<file path="src/rtl/seq_calc_unit.sv">
`default_nettype none
// ============================================================================
// Module   : seq_calc_unit
// Purpose  : Multi-cycle add/sub/mul/div unit with done/busy/err status.
//            Define SEQ_CALC_SIGNED_EN to honour signed_i (two's complement).
// Revision : 1.0 - initial release
// ============================================================================
module seq_calc_unit #(
    parameter int WIDTH = 8
) (
    input  logic               clock_i,
    input  logic               reset_i,
    input  logic               start_i,
    input  logic [WIDTH-1:0]   a_i,
    input  logic [WIDTH-1:0]   b_i,
    input  logic [1:0]         fct_i,
    input  logic               signed_i,
    output logic               busy_o,
    output logic               done_o,
    output logic               err_o,
    output logic [2*WIDTH-1:0] res_o,
    output logic [2*WIDTH-1:0] rem_o
);

    localparam int W2 = 2 * WIDTH;
    localparam int CW = $clog2(WIDTH + 1);

    localparam logic [1:0] S_IDLE = 2'd0;
    localparam logic [1:0] S_EXEC = 2'd1;
    localparam logic [1:0] S_ITER = 2'd2;
    localparam logic [1:0] S_DONE = 2'd3;

    localparam logic [1:0] F_ADD = 2'b00;
    localparam logic [1:0] F_SUB = 2'b01;
    localparam logic [1:0] F_MUL = 2'b10;
    localparam logic [1:0] F_DIV = 2'b11;

    logic [1:0]       r_state;
    logic [1:0]       w_next;
    logic [WIDTH-1:0] r_a;
    logic [WIDTH-1:0] r_b;
    logic [1:0]       r_fct;
    logic [CW-1:0]    r_cnt;
    logic [W2-1:0]    r_acc;
    logic [W2-1:0]    r_mcd;
    logic [WIDTH-1:0] r_q;
    logic [WIDTH-1:0] r_rmd;
    logic [WIDTH-1:0] r_dvs;
    logic [W2-1:0]    r_res;
    logic [W2-1:0]    r_rem;
    logic             r_err;

    logic [W2-1:0]    w_a_ext;
    logic [W2-1:0]    w_b_ext;
    logic [WIDTH-1:0] w_a_mag;
    logic [WIDTH-1:0] w_b_mag;
    logic [W2-1:0]    w_acc_nxt;
    logic [WIDTH:0]   w_sh;
    logic             w_qbit;
    logic [WIDTH-1:0] w_diff;
    logic [WIDTH-1:0] w_rmd_nxt;
    logic [WIDTH-1:0] w_q_nxt;
    logic [W2-1:0]    w_prod_fix;
    logic [W2-1:0]    w_quo_fix;
    logic [W2-1:0]    w_rem_fix;

    // One shift-add step of the magnitude product
    assign w_acc_nxt = r_q[0] ? (r_acc + r_mcd) : r_acc;

    // One restoring-division step; a successful trial subtract fits WIDTH bits
    assign w_sh      = {r_rmd, r_q[WIDTH-1]};
    assign w_qbit    = (w_sh >= {1'b0, r_dvs});
    assign w_diff    = w_sh[WIDTH-1:0] - r_dvs;
    assign w_rmd_nxt = w_qbit ? w_diff : w_sh[WIDTH-1:0];
    assign w_q_nxt   = {r_q[WIDTH-2:0], w_qbit};

`ifdef SEQ_CALC_SIGNED_EN
    logic r_sgn;
    logic w_neg_q;
    logic w_neg_r;

    always_ff @(posedge clock_i or negedge reset_i) begin
        if (!reset_i) begin
            r_sgn <= 1'b0;
        end else if (r_state == S_IDLE && start_i) begin
            r_sgn <= signed_i;
        end
    end

    assign w_a_ext    = r_sgn ? {{WIDTH{r_a[WIDTH-1]}}, r_a} : {{WIDTH{1'b0}}, r_a};
    assign w_b_ext    = r_sgn ? {{WIDTH{r_b[WIDTH-1]}}, r_b} : {{WIDTH{1'b0}}, r_b};
    assign w_a_mag    = (r_sgn && r_a[WIDTH-1]) ? -r_a : r_a;
    assign w_b_mag    = (r_sgn && r_b[WIDTH-1]) ? -r_b : r_b;
    // Operands stay held in r_a/r_b, so signs are re-derived at the last step
    assign w_neg_q    = r_sgn & (r_a[WIDTH-1] ^ r_b[WIDTH-1]);
    assign w_neg_r    = r_sgn & r_a[WIDTH-1];
    assign w_prod_fix = w_neg_q ? -w_acc_nxt : w_acc_nxt;
    assign w_quo_fix  = w_neg_q ? -{{WIDTH{1'b0}}, w_q_nxt} : {{WIDTH{1'b0}}, w_q_nxt};
    assign w_rem_fix  = w_neg_r ? -{{WIDTH{1'b0}}, w_rmd_nxt} : {{WIDTH{1'b0}}, w_rmd_nxt};
`else
    logic w_unused_signed;

    assign w_unused_signed = signed_i;
    assign w_a_ext    = {{WIDTH{1'b0}}, r_a};
    assign w_b_ext    = {{WIDTH{1'b0}}, r_b};
    assign w_a_mag    = r_a;
    assign w_b_mag    = r_b;
    assign w_prod_fix = w_acc_nxt;
    assign w_quo_fix  = {{WIDTH{1'b0}}, w_q_nxt};
    assign w_rem_fix  = {{WIDTH{1'b0}}, w_rmd_nxt};
`endif

    always_ff @(posedge clock_i or negedge reset_i) begin
        if (!reset_i) begin
            r_state <= S_IDLE;
        end else begin
            r_state <= w_next;
        end
    end

    always_comb begin
        w_next = r_state;
        case (r_state)
            S_IDLE: if (start_i) w_next = S_EXEC;
            S_EXEC: begin
                if (r_fct == F_MUL || (r_fct == F_DIV && r_b != '0)) w_next = S_ITER;
                else                                                 w_next = S_DONE;
            end
            S_ITER: if (r_cnt == CW'(1)) w_next = S_DONE;
            default: w_next = S_IDLE;
        endcase
    end

    always_comb begin
        busy_o = (r_state == S_EXEC) || (r_state == S_ITER);
        done_o = (r_state == S_DONE);
    end

    always_ff @(posedge clock_i or negedge reset_i) begin
        if (!reset_i) begin
            r_a   <= '0;
            r_b   <= '0;
            r_fct <= '0;
            r_cnt <= '0;
            r_acc <= '0;
            r_mcd <= '0;
            r_q   <= '0;
            r_rmd <= '0;
            r_dvs <= '0;
            r_res <= '0;
            r_rem <= '0;
            r_err <= 1'b0;
        end else begin
            case (r_state)
                S_IDLE: begin
                    if (start_i) begin
                        r_a   <= a_i;
                        r_b   <= b_i;
                        r_fct <= fct_i;
                    end
                end
                S_EXEC: begin
                    r_err <= 1'b0;
                    case (r_fct)
                        F_ADD: begin
                            r_res <= w_a_ext + w_b_ext;
                            r_rem <= '0;
                        end
                        F_SUB: begin
                            r_res <= w_a_ext - w_b_ext;
                            r_rem <= '0;
                        end
                        F_MUL: begin
                            r_acc <= '0;
                            r_mcd <= {{WIDTH{1'b0}}, w_a_mag};
                            r_q   <= w_b_mag;
                            r_cnt <= CW'(WIDTH);
                        end
                        default: begin
                            if (r_b == '0) begin
                                r_res <= '0;
                                r_rem <= w_a_ext;
                                r_err <= 1'b1;
                            end else begin
                                r_rmd <= '0;
                                r_q   <= w_a_mag;
                                r_dvs <= w_b_mag;
                                r_cnt <= CW'(WIDTH);
                            end
                        end
                    endcase
                end
                S_ITER: begin
                    r_cnt <= r_cnt - CW'(1);
                    if (r_fct == F_MUL) begin
                        r_acc <= w_acc_nxt;
                        r_mcd <= r_mcd << 1;
                        r_q   <= r_q >> 1;
                        if (r_cnt == CW'(1)) begin
                            r_res <= w_prod_fix;
                            r_rem <= '0;
                        end
                    end else begin
                        r_rmd <= w_rmd_nxt;
                        r_q   <= w_q_nxt;
                        if (r_cnt == CW'(1)) begin
                            r_res <= w_quo_fix;
                            r_rem <= w_rem_fix;
                        end
                    end
                end
                default: ;
            endcase
        end
    end

    assign res_o = r_res;
    assign rem_o = r_rem;
    assign err_o = r_err;

endmodule
`default_nettype wire

</file>
<file path="config.mk">
export PLATFORM = sky130hd
export DESIGN_NAME = seq_calc_unit
export DESIGN_NICKNAME = d
export VERILOG_FILES = /design/src/rtl/seq_calc_unit.sv
export SDC_FILE = /design/constraint.sdc
export NUM_CORES = 1
export LEC_CHECK = 0
export CORE_MARGIN = 8
export CORE_UTILIZATION = 64
export CTS_CLUSTER_SIZE = 25
export DETAILED_ROUTE_END_ITERATION = 16
export GPL_TIMING_DRIVEN = 1
export PLACE_DENSITY = 0.93
export REMOVE_ABC_BUFFERS = 1
export SETUP_SLACK_MARGIN = 0.02
export SYNTH_ARGS = -nofsm -noshare
export SYNTH_HDL_FRONTEND = slang
export SYNTH_SLANG_ARGS = --single-unit
</file>
<file path="constraint.sdc">
create_clock -name clock_i -period 4.7 [get_ports clock_i]
set_input_delay 1.175 -clock clock_i [delete_from_list [all_inputs] [get_ports clock_i]]
set_output_delay 1.175 -clock clock_i [all_outputs]
set_load 0.02 [all_outputs]
</file>
==> impl_metrics.csv, run 1 <==
group,metric,value,unit
synth,synth_largest_area_cell,"dfrtp_1",
floorplan,die_area,14230,µm²
min_path,min_path_type,"reg -> reg",
floorplan,ios,57,
critical_path,r2r_slack,1.58,ns
synth,yosysWarnings,0,
critical_path,reg2reg_depth,7,
global_route,grt_pass1_wl,30.92,mm
global_route,grt_max_degree,81,
clock_network,cts_max_path_buffers,2,
clock_network,numCtsBuffers,9,
synth,synth_top_area_frac,0.3848,
critical_path,critical_path.endpoint_type,"output pin",
drt,drt-vias-per-instance,6.621,
power_and_ir_drop,p_per_area,812.3,nW/µm²
power_and_ir_drop,ir_worst_vdd,0.6251,mV
drt,wl_per_cell,20.24,µm
timing,period_share,0.6731,
global_route,grt_util_all_layers,0.2663,
placement,placement.io_buffers,47,
placement,dp_hpwl,13.54,mm
final_layout,area_growth,11.71,%
floorplan,coreArea,10320,µm²
timing,hold_viol,0,
timing,worst_slew_pin_slew,1.305,ns
final_layout,final_nets,838,
synth,synth-seq-cells,105,
clock_network,post_cts_buffers,0,
drt,num_vias,6005,
global_route,grt_overflow,0,
min_path,holdPathStages,2,
critical_path,crit_path_start_kind,"register",
flow_run,cap_violations,0,
timing,finClkSkew,0.01338,ns
timing,tns,0,ns
final_layout,drive_gt1_frac,0.09598,
power_and_ir_drop,power,6.197,mW
final_layout,register_area,2628,µm²
power_and_ir_drop,p_leak,3.354,nW
synth,ys_seq_area_frac,0.3848,
final_layout,fillers,700,
placement,finalWeightedCongestion,1.054,
clock_network,ctsResizeCount,0,
min_path,min_from,"res_o[0]",
synth,synth.avg_cell_area,9.342,µm²
synth,ys_types,72,
clock_network,cts_sinks,105,
floorplan,die_y,119.3,µm
drt,dr.pass1.iters,7,
drt,drc,0,
synth,syn_area,6829,µm²
timing,fin_ws,1.537,ns
critical_path,worstSetupPathType,"reg -> out",
floorplan,die_width,119.3,µm
global_route,grt_pass1_vias,6193,
critical_path,r2r_end,"res_o[8]",
synth,ys.flop_type,"dfrtp_1",
synth,ys_top_cells_by_area,"dfrtp_1, ha_1, o21ai_0",
critical_path,arrival,1.99,ns
clock_network,cts_root_buf,"clkbuf_8",
timing,setup_viol,0,
run_status,run_status,"completed",
critical_path,cp.required,3.52,ns
clock_network,htree_levels,3,
timing,rsz0062_at_grt,"no",
timing,report.final.slew_viol_count,0,
timing,slew_headroom,0.1240,
min_path,holdPathEnd,"res_o[0]",
clock_network,cts_tree,"done",
clock_network,clk_pin_slew,0.10,ns
floorplan,start_util,0.6615,
synth,async_flop_share,1.000,
clock_network,hold_buffers,0,
synth,synth_cells,731,
drt,detail-route-antenna-nets,0,
critical_path,r2r_start,"r_state[0]",
timing,fmax,316.1,MHz
placement,pre_cts_slack,1.661,ns
final_layout,antenna-diode-count,0,
drt,wl,18.35,mm
global_route,antenna_found_initial,0,
synth,synth-edff-count,0,
drt,drt_iter0_markers,550,
clock_network,worstSkewPairLatency,0.40,ns
final_layout,multi_input_area,3875,µm²
critical_path,worstPathMaxFanout,6,
timing,min_period,3.163,ns
floorplan,rows,37,
==> through the flow <==
stage	util	hold WS [ns]	instance area (µm²)	instances
global placement	0.7139	0.4542	7370	891
CTS	0.7389	0.4795	7629	907
global route	0.7389	0.5280	7629	907
floorplan	-	0.4425	6665	700
finish	0.7389	0.4768	7629	907
detailed placement	0.7139	0.4560	7370	891
==> worst max-delay path by stage <==
stage,startpoint,to,depth (start not counted)
3_3_place_gp,r_state[0],res_o[8],7
6_report,r_state[0],busy_o,3
2_1_floorplan,r_state[0],r_acc[3],6
3_5_place_dp,r_state[0],res_o[8],7
5_1_grt,r_state[0],res_o[9],8
4_1_cts,r_state[0],busy_o,3
==> routing by layer <==
layer / vias up / GRT usage / part of all wire
li1: 2698 / - / -
met1: 2942 / 0.3119 / 0.39
met2: 303 / 0.4538 / 0.49
met3: 62 / 0.06660 / 0.085
met4: 0 / 0.1194 / 0.036
met5: - / 0 / 0
==> worst max-delay path, cell delays in order, from the launching register on <==
cell and delay, ns:
dfrtp_1 0.42, inv_1 0.09, ha_1 0.42, clkdlybuf4s50_1 0.66
==> registers in the layout (all words and copies together) (netlist names) <==
register	flops
r_cnt	4
rem_o	8
err_o	1
r_q	8
r_b	8
r_a	8
r_dvs	8
r_acc	16
r_fct	2
r_rmd	8
r_state	2
r_mcd	16
res_o	16
==> layout by cell type, fill, tap and decap left out, types with 3 or more instances in the layout <==
| cell type | synthesis | final |
|---|---|---|
| o21a_1 | 10 | 10 |
| and2_1 | 5 | 5 |
| o31ai_1 | 9 | 9 |
| buf_4 | 9 | 9 |
| ha_1 | 46 | 45 |
| a21o_1 | 6 | 6 |
| clkbuf_8 | 0 | 10 |
| bufinv_16 | 0 | 3 |
| mux4_2 | 7 | 7 |
| o22ai_1 | 4 | 4 |
| nor3b_1 | 3 | 3 |
| inv_1 | 44 | 44 |
| o211a_1 | 3 | 3 |
| a32o_1 | 4 | 4 |
| mux2i_1 | 16 | 16 |
| nor3_1 | 13 | 13 |
| a221oi_1 | 6 | 6 |
| o2bb2ai_1 | 3 | 3 |
| mux2_2 | 28 | 28 |
| a211oi_1 | 3 | 3 |
| clkdlybuf4s50_1 | 0 | 46 |
| or3_1 | 5 | 5 |
| nand2b_1 | 4 | 4 |
| fa_1 | 4 | 4 |
| o21ai_0 | 72 | 71 |
| nand4_1 | 3 | 3 |
| a2bb2oi_1 | 5 | 5 |
| conb_1 | 1 | 8 |
| xnor2_1 | 6 | 6 |
| nor2_1 | 39 | 39 |
| a22o_1 | 7 | 7 |
| nand3_1 | 17 | 17 |
| a31oi_1 | 12 | 12 |
| a21oi_1 | 37 | 37 |
| nor2b_1 | 7 | 7 |
| dfrtp_1 | 105 | 105 |
| xor2_1 | 8 | 8 |
| o211ai_1 | 11 | 11 |
| nand2_1 | 95 | 95 |
==> report_power, final <==
group	leakage, nW	internal, mW	switching [mW]
registers	1.33	1.26	0.420
logic	1.89	1.55	2.25
clock network	0.131	0.377	0.343
==> cell usage after synthesis (5+ instances only) <==
master and instances:
nor3_1 13, a21o_1 6, o21a_1 10, dfrtp_1 105, a21oi_1 37, mux2i_1 16
a221oi_1 6, a2bb2oi_1 5, o211ai_1 11, nand2_1 95, nand3_1 17, buf_2 10
o21ai_0 72, mux4_2 7, xnor2_1 6, ha_1 46, or3_1 5, clkbuf_1 17
o31ai_1 9, nor2_1 39, inv_1 44, xor2_1 8, a31oi_1 12, nor2b_1 7
and2_1 5, mux2_2 28, a22o_1 7, buf_4 9
==> layout make-up <==
type | count | share of cell area
Multi-Input combinational cell | 550 | 0.5080
Sequential cell | 105 | 0.3444
Clock inverter | 6 | 0.01591
Clock buffer | 10 | 0.01804
Timing Repair Buffer | 55 | 0.06921
Inverter | 45 | 0.02214
Tap cell | 136 | 0.02231
==> cells by family (layout without fill, tap and decap cells) <==
| logic type | after synthesis | in the layout | synth area share |
|---|---|---|---|
| and+or+nand+nor | 204 | 204 | 0.1392 |
| other | 1 | 8 | 0.0005491 |
| muxes | 51 | 51 | 0.09271 |
| DFF | 105 | 105 | 0.3848 |
| buffers and inverters | 83 | 116 | 0.05258 |
| xor gates and xnor gates | 14 | 14 | 0.01796 |
| adders and majority gates | 50 | 50 | 0.09601 |
| AOI/OAI and AO/OA | 223 | 223 | 0.2162 |
No activity file was read; power rests on OpenSTA's default activity.
==> run 2: changes to the inputs <==
Settings changed: CORE_UTILIZATION 64 to 53, PLACE_DENSITY 0.93 to 0.83.
Clock period 4.7 ns to 2.88 ns, I/O delays scaled along.
==> run 2 against run 1 <==
Against the previous run: non-clock buffer count increased by 15; final area increased by 2.7%; largest cell class unchanged; register-to-register slack got worse by 1.4 ns; die area increased by 18%; critical path type is now reg -> reg; critical endpoint is now res_o[8]; sequential share of layout area decreased by 0.92 points; clock skew decreased by 0.0024 ns; sequential power increased by 61%; setup slack got worse by 1.4 ns.
==> impl_metrics.csv, run 2 (synthesized netlist as in run 1, its figures left out) <==
group,metric,value,unit
global_route,grt_overflow,0,
global_route,grt_busiest_layer,"met2",
timing,worst_slew_pin_slew,0.8694,ns
critical_path,crit_path_start_kind,"register",
timing,report.final.slew_viol_count,0,
power_and_ir_drop,p_comb_frac,0.620,
critical_path,r2r_start,"r_acc[0]",
critical_path,critical_path.endpoint_type,"register",
critical_path,cp_top_family,"compound AO/OA/AOI/OAI gates",
placement,dpl_cell_area,7552,µm²
power_and_ir_drop,power.internal,5.352,mW
clock_network,cts_tree,"done",
clock_network,cts_sinks,105,
global_route,met1_usage,0.2655,
critical_path,r2r_end,"res_o[8]",
drt,num_vias,5941,
timing,period_share,0.9419,
global_route,grt_max_degree,47,
power_and_ir_drop,clkPwrFrac,0.117,
final_layout,final_nets,853,
floorplan,coreArea,12620,µm²
timing,rsz0062_at_grt,"no",
min_path,min_path_type,"in -> async",
timing,whs,0.3736,ns
run_status,run_status,"completed",
floorplan,start_util,0.5411,
power_and_ir_drop,p_per_area,1313,nW/µm²
placement,placement.io_buffers,47,
timing,min_period,2.713,ns
final_layout,final_util,0.6211,
final_layout,final_common_cell,"dfrtp_1",
placement,pre_cts_slack,0.2190,ns
final_layout,final_cell_mix,"dfrtp_1, nand2_1, o21ai_0",
drt,detail-route-antenna-nets,0,
critical_path,reg2reg_depth,8,
final_layout,fillers,1052,
placement,finalWeightedCongestion,0.9943,
timing,finClkSkew,0.01102,ns
power_and_ir_drop,ir_worst_vdd,0.8049,mV
power_and_ir_drop,switching_power,4.941,mW
critical_path,slowest_stage,"fa_1",
global_route,met2_usage,0.3922,
drt,drt-vias-per-instance,6.201,
drt,wl,18.40,mm
global_route,antenna_found_initial,0,
placement,dp_hpwl,13.81,mm
clock_network,post_cts_buffers,0,
clock_network,cts_root_buf,"clkbuf_16",
drt,drt_iter0_markers,413,
timing,hold_viol,0,
floorplan,rows,41,
power_and_ir_drop,swShare,0.4800,
timing,slew_headroom,0.4177,
final_layout,stdcell_area,7838,µm²
clock_network,cts_max_path_buffers,2,
global_route,grt_pass1_vias,6164,
timing,fmax,368.7,MHz
critical_path,worstPathMaxFanout,4,
critical_path,arrival,2.96,ns
drt,dr.pass1.iters,5,
global_route,grt_use_met3,0.04601,
floorplan,die_y,129.5,µm
critical_path,worstSetupPathType,"reg -> reg",
critical_path,r2r_slack,0.17,ns
clock_network,numCtsBuffers,9,
power_and_ir_drop,p_leak,3.445,nW
floorplan,ios,57,
floorplan,die_width,129.5,µm
clock_network,clk_pin_slew,0.08,ns
flow_run,cap_violations,0,
critical_path,cp.required,3.13,ns
drt,wl_per_cell,19.21,µm
critical_path,path_cells,"ha_1 > fa_1 > a21o_1 > a31oi_1 > o21ai_0 > xor2_1 > and2_1 > o32a_1",
clock_network,worstSkewPairLatency,0.36,ns
timing,setup_viol,0,
timing,fin_ws,0.1675,ns
clock_network,htree_levels,3,
global_route,grt_pass1_wl,30.31,mm
drt,drc,0,
final_layout,area_growth,14.77,%
global_route,grt_util_all_layers,0.2289,
floorplan,die_area,16770,µm²
critical_path,worst-path-buf-inv,0,
final_layout,drive_gt1_frac,0.1132,
final_layout,antenna-diode-count,0,
critical_path,slowest_delay,0.42,ns
power_and_ir_drop,seq_power_share,0.263,
-- run 2: cell count changes in the layout (fill, tap and decap cells not counted), sizes merged --
cell,change
buf,+15
bufinv,-3
clkinv,+3
-- run 2: worst max path at each step --
stage / slack, ns / start / endpoint / cells past startpoint
after CTS: 0.18 / r_state[0] / busy_o / 3
after global placement: 0.25 / r_acc[0] / res_o[8] / 8
after global routing: 0.07 / r_acc[0] / res_o[8] / 8
final: 0.17 / r_acc[0] / res_o[8] / 8
after detailed placement: 0.22 / r_b[0] / res_o[6] / 9
after floorplan: -1.59 / r_state[0] / r_acc[3] / 6
-- run 2: final cells by class --
class | instances | area [µm²] | area share
Clock buffer | 10 | 229.0 | 0.02921
Sequential cell | 105 | 2628 | 0.3352
Timing Repair Buffer | 70 | 665.6 | 0.08493
Tap cell | 172 | 215.2 | 0.02746
Inverter | 45 | 168.9 | 0.02155
Multi-Input combinational cell | 550 | 3880 | 0.4951
Clock inverter | 6 | 51.30 | 0.006545
-- run 2: per-stage QoR --
step           cells  total power [mW]  setup TNS (ns)
2_1_floorplan    700             6.850          -46.18
3_3_place_gp     942             8.732               0
3_5_place_dp     942             9.006               0
4_1_cts          958             10.23               0
5_1_grt          958             11.06               0
6_report         958             10.29               0
-- run 2: power groups by stage --
stage          registers [mW]  clock network, mW  logic (mW)
2_1_floorplan            2.71                  0        4.14
3_3_place_gp             2.68                  0        6.05
3_5_place_dp             2.73                  0        6.28
4_1_cts                  2.69               1.22        6.31
5_1_grt                  2.79               1.27        7.00
6_report                 2.71               1.20        6.38
-- run 2: per-layer routing --
| metal | vias up | share of wire |
|---|---|---|
| li1 | 2743 | - |
| met1 | 2941 | 0.41 |
| met2 | 203 | 0.50 |
| met3 | 54 | 0.051 |
| met4 | 0 | 0.040 |
| met5 | - | 0 |
-- run 2: timing repair --
item,CTS,global route
hold buffers,0,0
resized for setup,0,1
setup endpoints to repair,0,1
